--- src/rtl/pkg_luces.sv ---
// Shared types and helpers for the room-lighting controllers: FSM state encoding,
// default requester count and small index helpers used by the timer arbiter.
package pkg_luces;

  localparam int N_REQ_DEF = 3;
  localparam int N_REQ_MAX = 8;

  typedef enum logic [1:0] {
    IDLE    = 2'd0,
    GRANT   = 2'd1,
    RELEASE = 2'd2
  } t_estado;

  // One-hot (up to 8 bits) to binary index; returns 0 for an all-zero vector.
  function automatic logic [2:0] f_onehot_idx(input logic [7:0] oh);
    logic [2:0] idx;
    idx = 3'd0;
    for (int i = 0; i < N_REQ_MAX; i++) begin
      if (oh[i]) idx = 3'(i);
    end
    return idx;
  endfunction

  // Wraps explicitly at n-1 so a non-power-of-two count never yields an illegal index.
  function automatic logic [2:0] f_ptr_inc(input logic [2:0] p, input int n);
    if (int'(p) >= n - 1) return 3'd0;
    return p + 3'd1;
  endfunction

endpackage

--- src/rtl/module_prioridad_rr.sv ---
// Combinational rotating-priority selector: first set request at or after i_ptr,
// wrapping from N-1 back to 0.
module module_prioridad_rr #(
  parameter int N  = 3,
  parameter int PW = 2
) (
  input  logic [N-1:0]  i_req,
  input  logic [PW-1:0] i_ptr,
  output logic [N-1:0]  o_winner,
  output logic          o_valid
);

  localparam logic [PW:0] N_W = (PW + 1)'(N);

  logic [PW:0] w_idx;

  // One extra bit on the sum keeps ptr+k from overflowing before the wrap.
  always_comb begin
    o_winner = '0;
    o_valid  = 1'b0;
    w_idx    = '0;
    for (int k = 0; k < N; k++) begin
      w_idx = {1'b0, i_ptr} + (PW + 1)'(k);
      if (w_idx >= N_W) w_idx = w_idx - N_W;
      if (!o_valid && i_req[w_idx[PW-1:0]]) begin
        o_valid                  = 1'b1;
        o_winner[w_idx[PW-1:0]] = 1'b1;
      end
    end
  end

endmodule

--- src/rtl/module_arbitro_temporizador.sv ---
// Arbiter granting one shared timer to N_REQ room light FSMs with rotating priority;
// relays the timer expiry back to the granted room as a one-cycle fin pulse.
//
// state   | meaning
// IDLE    | no grant; arbitrate any pending request on the next edge
// GRANT   | timer owned by r_win; wait for expiry or request withdrawal
// RELEASE | one cycle with timer disabled so it clears; advance ptr past r_win
module module_arbitro_temporizador
  import pkg_luces::*;
#(
  parameter int N_REQ = N_REQ_DEF
) (
  input  logic             clk_i,
  input  logic             rst_i,
  input  logic [N_REQ-1:0] req_i,
  output logic [N_REQ-1:0] gnt_o,
  output logic [N_REQ-1:0] fin_o,
  output logic             tmr_en_o,
  input  logic             tmr_fin_i,
  output logic             busy_o
);

  localparam int PTR_W = $clog2(N_REQ);

  t_estado              r_state;
  t_estado              w_state_next;
  logic [PTR_W-1:0]     r_ptr;
  logic [PTR_W-1:0]     r_win;
  logic [N_REQ-1:0]     r_gnt;
  logic [N_REQ-1:0]     r_fin;
  logic                 r_tmr_en;

  logic [PTR_W-1:0]     w_ptr_next;
  logic [PTR_W-1:0]     w_win_next;
  logic [N_REQ-1:0]     w_gnt_next;
  logic [N_REQ-1:0]     w_fin_next;
  logic                 w_tmr_en_next;

  logic [N_REQ-1:0]     w_winner;
  logic                 w_valid;
  logic                 w_req_w;
  logic [2:0]           w_winner_idx;
  logic [2:0]           w_ptr_inc;

  module_prioridad_rr #(
    .N  (N_REQ),
    .PW (PTR_W)
  ) u_prioridad_rr (
    .i_req    (req_i),
    .i_ptr    (r_ptr),
    .o_winner (w_winner),
    .o_valid  (w_valid)
  );

  assign w_winner_idx = f_onehot_idx(8'(w_winner));
  assign w_ptr_inc    = f_ptr_inc(3'(r_win), N_REQ);
  assign w_req_w      = req_i[r_win];

  always_ff @(posedge clk_i or negedge rst_i) begin
    if (!rst_i) r_state <= IDLE;
    else        r_state <= w_state_next;
  end

  always_comb begin
    w_state_next = r_state;
    case (r_state)
      IDLE:    if (w_valid) w_state_next = GRANT;
      GRANT:   if (tmr_fin_i || !w_req_w) w_state_next = RELEASE;
      RELEASE: w_state_next = IDLE;
      default: w_state_next = IDLE;
    endcase
  end

  // Next values for the registered outputs; fin takes priority over a withdrawn request.
  always_comb begin
    w_gnt_next    = r_gnt;
    w_tmr_en_next = r_tmr_en;
    w_fin_next    = '0;
    w_ptr_next    = r_ptr;
    w_win_next    = r_win;
    case (r_state)
      IDLE: begin
        w_gnt_next    = w_valid ? w_winner : '0;
        w_tmr_en_next = w_valid;
        if (w_valid) w_win_next = w_winner_idx[PTR_W-1:0];
      end
      GRANT: begin
        if (tmr_fin_i) begin
          w_fin_next    = r_gnt;
          w_gnt_next    = '0;
          w_tmr_en_next = 1'b0;
        end else if (!w_req_w) begin
          w_gnt_next    = '0;
          w_tmr_en_next = 1'b0;
        end
      end
      RELEASE: begin
        w_gnt_next    = '0;
        w_tmr_en_next = 1'b0;
        w_ptr_next    = w_ptr_inc[PTR_W-1:0];
      end
      default: begin
        w_gnt_next    = '0;
        w_tmr_en_next = 1'b0;
      end
    endcase
  end

  always_ff @(posedge clk_i or negedge rst_i) begin
    if (!rst_i) begin
      r_gnt    <= '0;
      r_fin    <= '0;
      r_tmr_en <= 1'b0;
      r_ptr    <= '0;
      r_win    <= '0;
    end else begin
      r_gnt    <= w_gnt_next;
      r_fin    <= w_fin_next;
      r_tmr_en <= w_tmr_en_next;
      r_ptr    <= w_ptr_next;
      r_win    <= w_win_next;
    end
  end

  assign gnt_o    = r_gnt;
  assign fin_o    = r_fin;
  assign tmr_en_o = r_tmr_en;
  assign busy_o   = (r_state != IDLE);

endmodule

--- config.mk ---
export PLATFORM = sky130hd
export DESIGN_NAME = module_arbitro_temporizador
export DESIGN_NICKNAME = d
export VERILOG_FILES = /design/src/rtl/pkg_luces.sv /design/src/rtl/module_prioridad_rr.sv /design/src/rtl/module_arbitro_temporizador.sv
export SDC_FILE = /design/constraint.sdc
export NUM_CORES = 1
export LEC_CHECK = 0
export ABC_AREA = 1
export CAP_MARGIN = 30
export CORE_UTILIZATION = 23
export CTS_BUF_LIST = sky130_fd_sc_hd__clkbuf_8 sky130_fd_sc_hd__clkbuf_16
export DETAILED_ROUTE_END_ITERATION = 7
export PLACE_DENSITY = 0.4
export SYNTH_ARGS = -nofsm -noshare
export SYNTH_HDL_FRONTEND = slang
export SYNTH_SLANG_ARGS = --single-unit
--- constraint.sdc ---
create_clock -name clk_i -period 1.45 [get_ports clk_i]
set_input_delay 0.435 -clock clk_i [delete_from_list [all_inputs] [get_ports clk_i]]
set_output_delay 0.435 -clock clk_i [all_outputs]
set_load 0.03 [all_outputs]
# Word level (Yosys, flattened, before mapping)
# Index checks and enable logic that the tools add are counted.
# op_classes
addsub	6
n_lt_le_gt_ge	11
eq_ne	5
mux	40
bitwise_logic	2
n_reduce_logical	13
# ops
op	count
two-way mux 3 bit	8
two-way mux 2 bit	8
two-way mux 1 bit	14
less-than comparator 2 x 3 -> 1 bit, second input constant	4
binary-select mux 1 bit (select 2 bit)	4
demux 1 bit (select 2 bit)	3
greater-or-equal comparator 2 x 1 -> 1 bit, second input constant	3
greater-or-equal comparator 3 x 2 -> 1 bit, second input constant	2
bitwise OR 3 bit	2
case mux 3 bit (2 select lines)	1
subtractor 2 bit, second input constant	3
logical AND 1 bit	5
greater-or-equal comparator 2 bit, second input constant	2
!= test 2 bit, second input constant	2
case mux 2 bit (2 select lines)	1
AND reduction 2 bit	2
adder 2 x 1 -> 3 bit, second input constant	1
adder 2 x 2 -> 3 bit, second input constant	1
zero test 1 bit	3
!= test 3 bit, second input constant	1
adder 2 x 1 -> 2 bit, second input constant	1
equality test 2 x 1 -> 1 bit, second input constant	1
equality test 2 bit, second input constant	1
zero test 2 bit	1
other kinds (3)	3
# word_totals
reg_bits	13
in_bits	6
out_inout_bits	8
word_cells	83

# Logic depth before layout (Yosys ltp)
# logic_depth
ltp_word	13
depth_mapped	12
depth_no_buf	12

# By module
# From an unflattened synthesis, not the netlist that was laid out.
# unflattened
hier_cells	110
hier_area_um2	824.5
# modules_own_cells
module	instances	cells_each	area_each_um2
module_arbitro_temporizador	1	60	548.0
module_prioridad_rr	1	50	276.5

# Least setup slack after synthesis
# OpenSTA, ideal clock, no wires.
# synth_path
kind	register to register
start	register r_ptr[0]
end	register r_win[1]
setup_ns	0.124
arrival_ns	1.399
setup_slack_ns	-0.073
path_stages_with_launch	11
synth_period_minus_slack_ns	1.523
cell_sequence	dfrtp_1 > inv_1 > ha_1 > inv_2 > nand2_1 > nand2_1 > nand3_2 > nand3_2 > nor2_4 > o21ai_2 > o21ai_1
# synth_via
elab_chain_cells	12
elab_cells_between_ends	46
cone_classes	5 x add/sub; 9 x order compare; 22 x mux; 2 x bitwise; 8 x reduce/logical
# synth_rtl
item	line	rtl
start, declared	module_arbitro_temporizador.sv:27	logic [PTR_W-1:0] r_ptr;
start signal, assigned	module_arbitro_temporizador.sv:120	r_ptr <= w_ptr_next;
adder 2 x 1 -> 3 bit (tied with other cells)	module_prioridad_rr.sv:23	w_idx = {1'b0, i_ptr} + (PW + 1)'(k);
greater-or-equal comparator 3 x 2 -> 1 bit (tied with other cells)	module_prioridad_rr.sv:24	if (w_idx >= N_W) w_idx = w_idx - N_W;
two-way mux 2 bit (tied with other cells)	module_prioridad_rr.sv:24	
less-than comparator 2 x 3 -> 1 bit (not written as such) (tied with other cells)	module_prioridad_rr.sv:27	o_winner[w_idx[PW-1:0]] = 1'b1;
logical AND 1 bit (not written as such) (tied with other cells)	module_prioridad_rr.sv:27	
two-way mux 1 bit (not written as such) (tied with other cells)	module_prioridad_rr.sv:27	
demux 1 bit (select 2 bit) (tied with other cells)	-	
bitwise OR 3 bit (no source line) or two-way mux 1 bit (tied branches)	-	
two-way mux 3 bit or zero test 1 bit (tied branches)	module_prioridad_rr.sv:25	if (!o_valid && i_req[w_idx[PW-1:0]]) begin
bitwise OR 3 bit (no source line) or logical AND 1 bit (tied branches)	-	
two-way mux 3 bit or two-way mux 1 bit (tied branches)	module_prioridad_rr.sv:25	
two-way mux 2 bit or AND reduction 2 bit (tied branches)	-	
end signal, assigned	module_arbitro_temporizador.sv:121	r_win <= w_win_next;
end, declared	module_arbitro_temporizador.sv:28	logic [PTR_W-1:0] r_win;
# Several ways; a longest one is shown, not always the timed one. The select of a mux whose other input is x is not followed.
# A chain may end at the register's enable or synchronous reset.

# Worst setup path in the final report
# layout_path
start	register r_ptr[1]
end	register r_win[1]
# Same word-level chain as after synthesis.

==> qor.log <==
[yosys] post-synthesis share of cell area spent on xor and xnor gates 0
[setup_path] number of buffer and inverter stages on the critical path 1
[yosys] share of the yosys chip area belonging to registers 0.396
[clock_network] clock net sink count 13
[final_layout] total inserted antenna cells 0
[die] Core Footprint 3390 µm²
[routing] via count 825
[yosys] largest area contributor in the netlist sky130_fd_sc_hd__dfrtp_1
[sta] pins over their slew limit 0
[setup_path] Crit. End Element flop
[final_layout] Layout fillers 346
[final_layout] Area growth syn-to-layout 68.3%
[yosys] most area-consuming cells after synthesis sky130_fd_sc_hd__dfrtp_1 (40%), sky130_fd_sc_hd__nand2_1 (12%), sky130_fd_sc_hd__inv_1 (7.3%)
[place] post-placement cell area 1130 µm²
[final_layout] fin area 1380 µm²
[sta] count of endpoints failing setup in the final report 7
[yosys] commonest cells in the synthesized netlist sky130_fd_sc_hd__nand2_1 (26), sky130_fd_sc_hd__inv_1 (16), sky130_fd_sc_hd__dfrtp_1 (13), sky130_fd_sc_hd__nand3_1 (11), sky130_fd_sc_hd__nor2_1 (9)
[setup_path] cell breakdown of the critical path ha_4, inv_4, nand3_1, nand2_4, nand3_2, nand2_2, o21ai_2, o21ai_1
[clock_network] clock-pin slew on the worst setup and hold paths 50 ps
[yosys] simple-gate share of the synthesized area 0.361
[die] die width 61.7 µm
[routing] total detailed-routing wirelength 2.00 mm
[yosys] adder-cell share of the synthesized area 0.0610
[power_and_ir_drop] IR Drop Worst-Case VDD 1400 µV
[yosys] post-synthesis sequential element count 13
[yosys] count of flip-flops with a built-in enable after synthesis 0
[grt] total global routing track utilization 0.121
[final_layout] ratio of cells with drive above 1 in the final layout 0.507
[min_path] type of the tightest min-delay check reg2reg
[yosys] Mapped Avg Cell Area 7.67 µm²
[clock_network] TritonCTS clock tree done
[setup_path] worst setup path category reg2reg
[yosys] Post-synth ARST share 1.00
[routing] number of detailed-route iterations in the first pass 4
[clock_network] Clock Tree Root sky130_fd_sc_hd__clkbuf_8
[sta] timing-limited maximum frequency 645 MHz
[die] Total Die Area 3810 µm²
[yosys] multiplexer fraction of the synthesized cell area 0
[run] max-cap viol count 0
[routing] post-detailed-route count of antenna-violating nets 0
[yosys] synthesized instance count 107
[setup_path] startpoint types flop
[final_layout] final standard cell utilization of the core 0.408
[sta] Clock Skews 1.06 ps
[yosys] Post-Synthesis Net Count 117
[setup_path] delay of the slowest critical-path stage 440 ps
[yosys] most repeated cell in the gate-level netlist after synthesis sky130_fd_sc_hd__nand2_1
[final_layout] final non-filler cell total 192
[setup_path] worst endpoint required time 1570 ps
[die] num ports 14
[status] violations in the final reports setup timing
[setup_path] Top delay family on crit path flip-flops
[place] Detailed Place HPWL 1.56 mm
[sta] slew at the pin with the worst max-slew slack 288 ps
[yosys] main flop type after synthesis sky130_fd_sc_hd__dfrtp_1
[grt] wire length of the first global-routing pass 3.31 mm
[yosys] mapped cell area 821 µm²
[sta] min Tclk post-route 1550 ps
[setup_path] Crit-path slowest cell sky130_fd_sc_hd__dfrtp_2
[clock_network] CTS Buffer Depth 2
[die] starting density of the core 0.242
[power_and_ir_drop] power density over the cells 2460 nW/µm²
[sta] smallest setup slack after layout -100 ps
[clock_network] count of H-tree levels built during CTS 1
[routing] initial drt markers 14
[status] outcome finished with violations
[sta] share of the clock period used by the worst path 1.07
[routing] total DRC errors in the routed layout 0
[place] number of placed instances, taps included 179
[yosys] area share of the largest cell type after synthesis 0.396
[routing] Via density 4.30
[sta] Rel. slew slack 0.807
[yosys] synthesized-area fraction occupied by ao, oa, aoi and oai cells 0.0899
[yosys] dominant combinational cell family by area after synthesis simple AND/OR/NAND/NOR gates
[grt] initial antenna violation count 0
[routing] Wirelength per Cell 10.4 µm
[place] global placer's final weighted congestion 0.745
[grt] via count of the first global-routing pass 785
[clock_network] number of buffers created by CTS 3
[die] chip height 61.7 µm
[final_layout] # nets final 157
[sta] setup repair after global routing missed its margin true
[yosys] number of different library cells in the post-synthesis netlist 18
[power_and_ir_drop] cell leakage power 0.674 nW
[yosys] Synth warnings 0
[grt] GR Overflow Total 0
[setup_path] data arrival time of the critical path 1670 ps
[place] number of buffers inserted by port buffering 13
[setup_path] largest driver fanout on the critical path 5
[sta] worst hold slack 480 ps
[grt] largest net degree at the start of global routing 14
[die] number of cell rows 21
[sta] final hold violation count 0
[clock_network] clk_lat worst skew 240 ps
-- state kept, by name, summed over array words and instances, names as in the netlist --
register / cells
r_ptr: 2
r_state: 2
gnt_o: 3
r_win: 2
tmr_en_o: 1
fin_o: 3
-- layer usage --
| layer | track usage | share of wire | up-vias | wire length [µm] |
|---|---|---|---|---|
| met5 | 0 | 0 | - | 0 |
| met4 | 0.00952 | 0 | 0 | 0 |
| met3 | 0.0497 | 0.030 | 0 | 60 |
| met2 | 0.210 | 0.51 | 15 | 1030 |
| met1 | 0.147 | 0.46 | 393 | 910 |
| li1 | - | - | 417 | - |
-- tightest hold or removal path: stages, from the launching register on --
cell and delay [ps]:
sky130_fd_sc_hd__dfrtp_1 350, sky130_fd_sc_hd__nand2_1 60, sky130_fd_sc_hd__nand2_1 50
-- logic make-up (layout without fill, tap and decap cells) --
family                   count (synthesis)  after routing
flip-flops                              13             13
AO/OA/AOI/OAI                           11             11
adder cells (fa/ha/maj)                  4              4
buffers and inverters                   20             59
AND/OR/NAND/NOR                         59             59
-- cell type report --
| cell class | instances | area, µm² | area share |
|---|---|---|---|
| Tap cell | 46 | 57.6 | 0.0417 |
| Clock inverter | 1 | 3.75 | 0.00272 |
| Sequential cell | 13 | 327 | 0.236 |
| Timing Repair Buffer | 35 | 294 | 0.213 |
| Inverter | 20 | 82.6 | 0.0598 |
| Multi-Input combinational cell | 74 | 576 | 0.417 |
| Clock buffer | 3 | 41.3 | 0.0299 |
-- path summary, 6_finish.rpt --
path	start	endpoint	slack, ps	cells past startpoint
worst min-delay path	r_win[0]	r_win[0]	480	2
worst max-delay path	r_ptr[1]	r_win[1]	-100	8
min in group asynchronous	rst_i	r_state[1]	500	2
worst max register to register	r_ptr[1]	r_win[1]	-100	8
worst min register to register	r_win[0]	r_win[0]	480	2
max in group asynchronous	rst_i	r_ptr[1]	780	2
-- cell usage in the layout (no fill, tap or decap), types with 3 or more instances in the layout --
cell type / netlist / layout
sky130_fd_sc_hd__o21ai_0: 4 / 3
sky130_fd_sc_hd__inv_4: 0 / 3
sky130_fd_sc_hd__buf_6: 0 / 5
sky130_fd_sc_hd__o21ai_2: 2 / 3
sky130_fd_sc_hd__inv_1: 16 / 14
sky130_fd_sc_hd__nor2_1: 9 / 6
sky130_fd_sc_hd__dlygate4sd2_1: 0 / 6
sky130_fd_sc_hd__inv_2: 4 / 4
sky130_fd_sc_hd__nand2_4: 2 / 4
sky130_fd_sc_hd__clkbuf_8: 0 / 3
sky130_fd_sc_hd__nand3_2: 4 / 5
sky130_fd_sc_hd__nand2_2: 3 / 10
sky130_fd_sc_hd__nand2_1: 26 / 16
sky130_fd_sc_hd__buf_4: 0 / 22
sky130_fd_sc_hd__dfrtp_1: 13 / 12
sky130_fd_sc_hd__ha_4: 0 / 3
sky130_fd_sc_hd__nand3_4: 0 / 4
sky130_fd_sc_hd__nor2_2: 0 / 3
sky130_fd_sc_hd__nand3_1: 11 / 6
sky130_fd_sc_hd__o21ai_1: 3 / 3
-- metrics by stage --
step | setup TNS, ps | power [mW] | setup WS, ps
6_report | -471 | 3.39 | -100
5_1_grt | -1090 | 3.69 | -199
4_1_cts | -820 | 3.25 | -141
3_5_place_dp | -2760 | 2.35 | -398
3_3_place_gp | -2780 | 2.36 | -400
2_1_floorplan | 0 | 1.76 | 2.65
-- what timing repair did --
action                                  in CTS  in global routing
endpoints found under the setup margin      11                  8
buffers inserted                             7                  2
gates resized for setup                     37                 16
pin swaps                                   16                  9
hold buffers                                 0                  0
-- where the power goes --
group	internal (mW)	leakage, nW	switching [mW]
registers	0.483	0.170	0.0859
clock network	0.187	0.0269	0.124
logic	1.13	0.477	1.38
No activity file was read; power rests on OpenSTA's default activity.
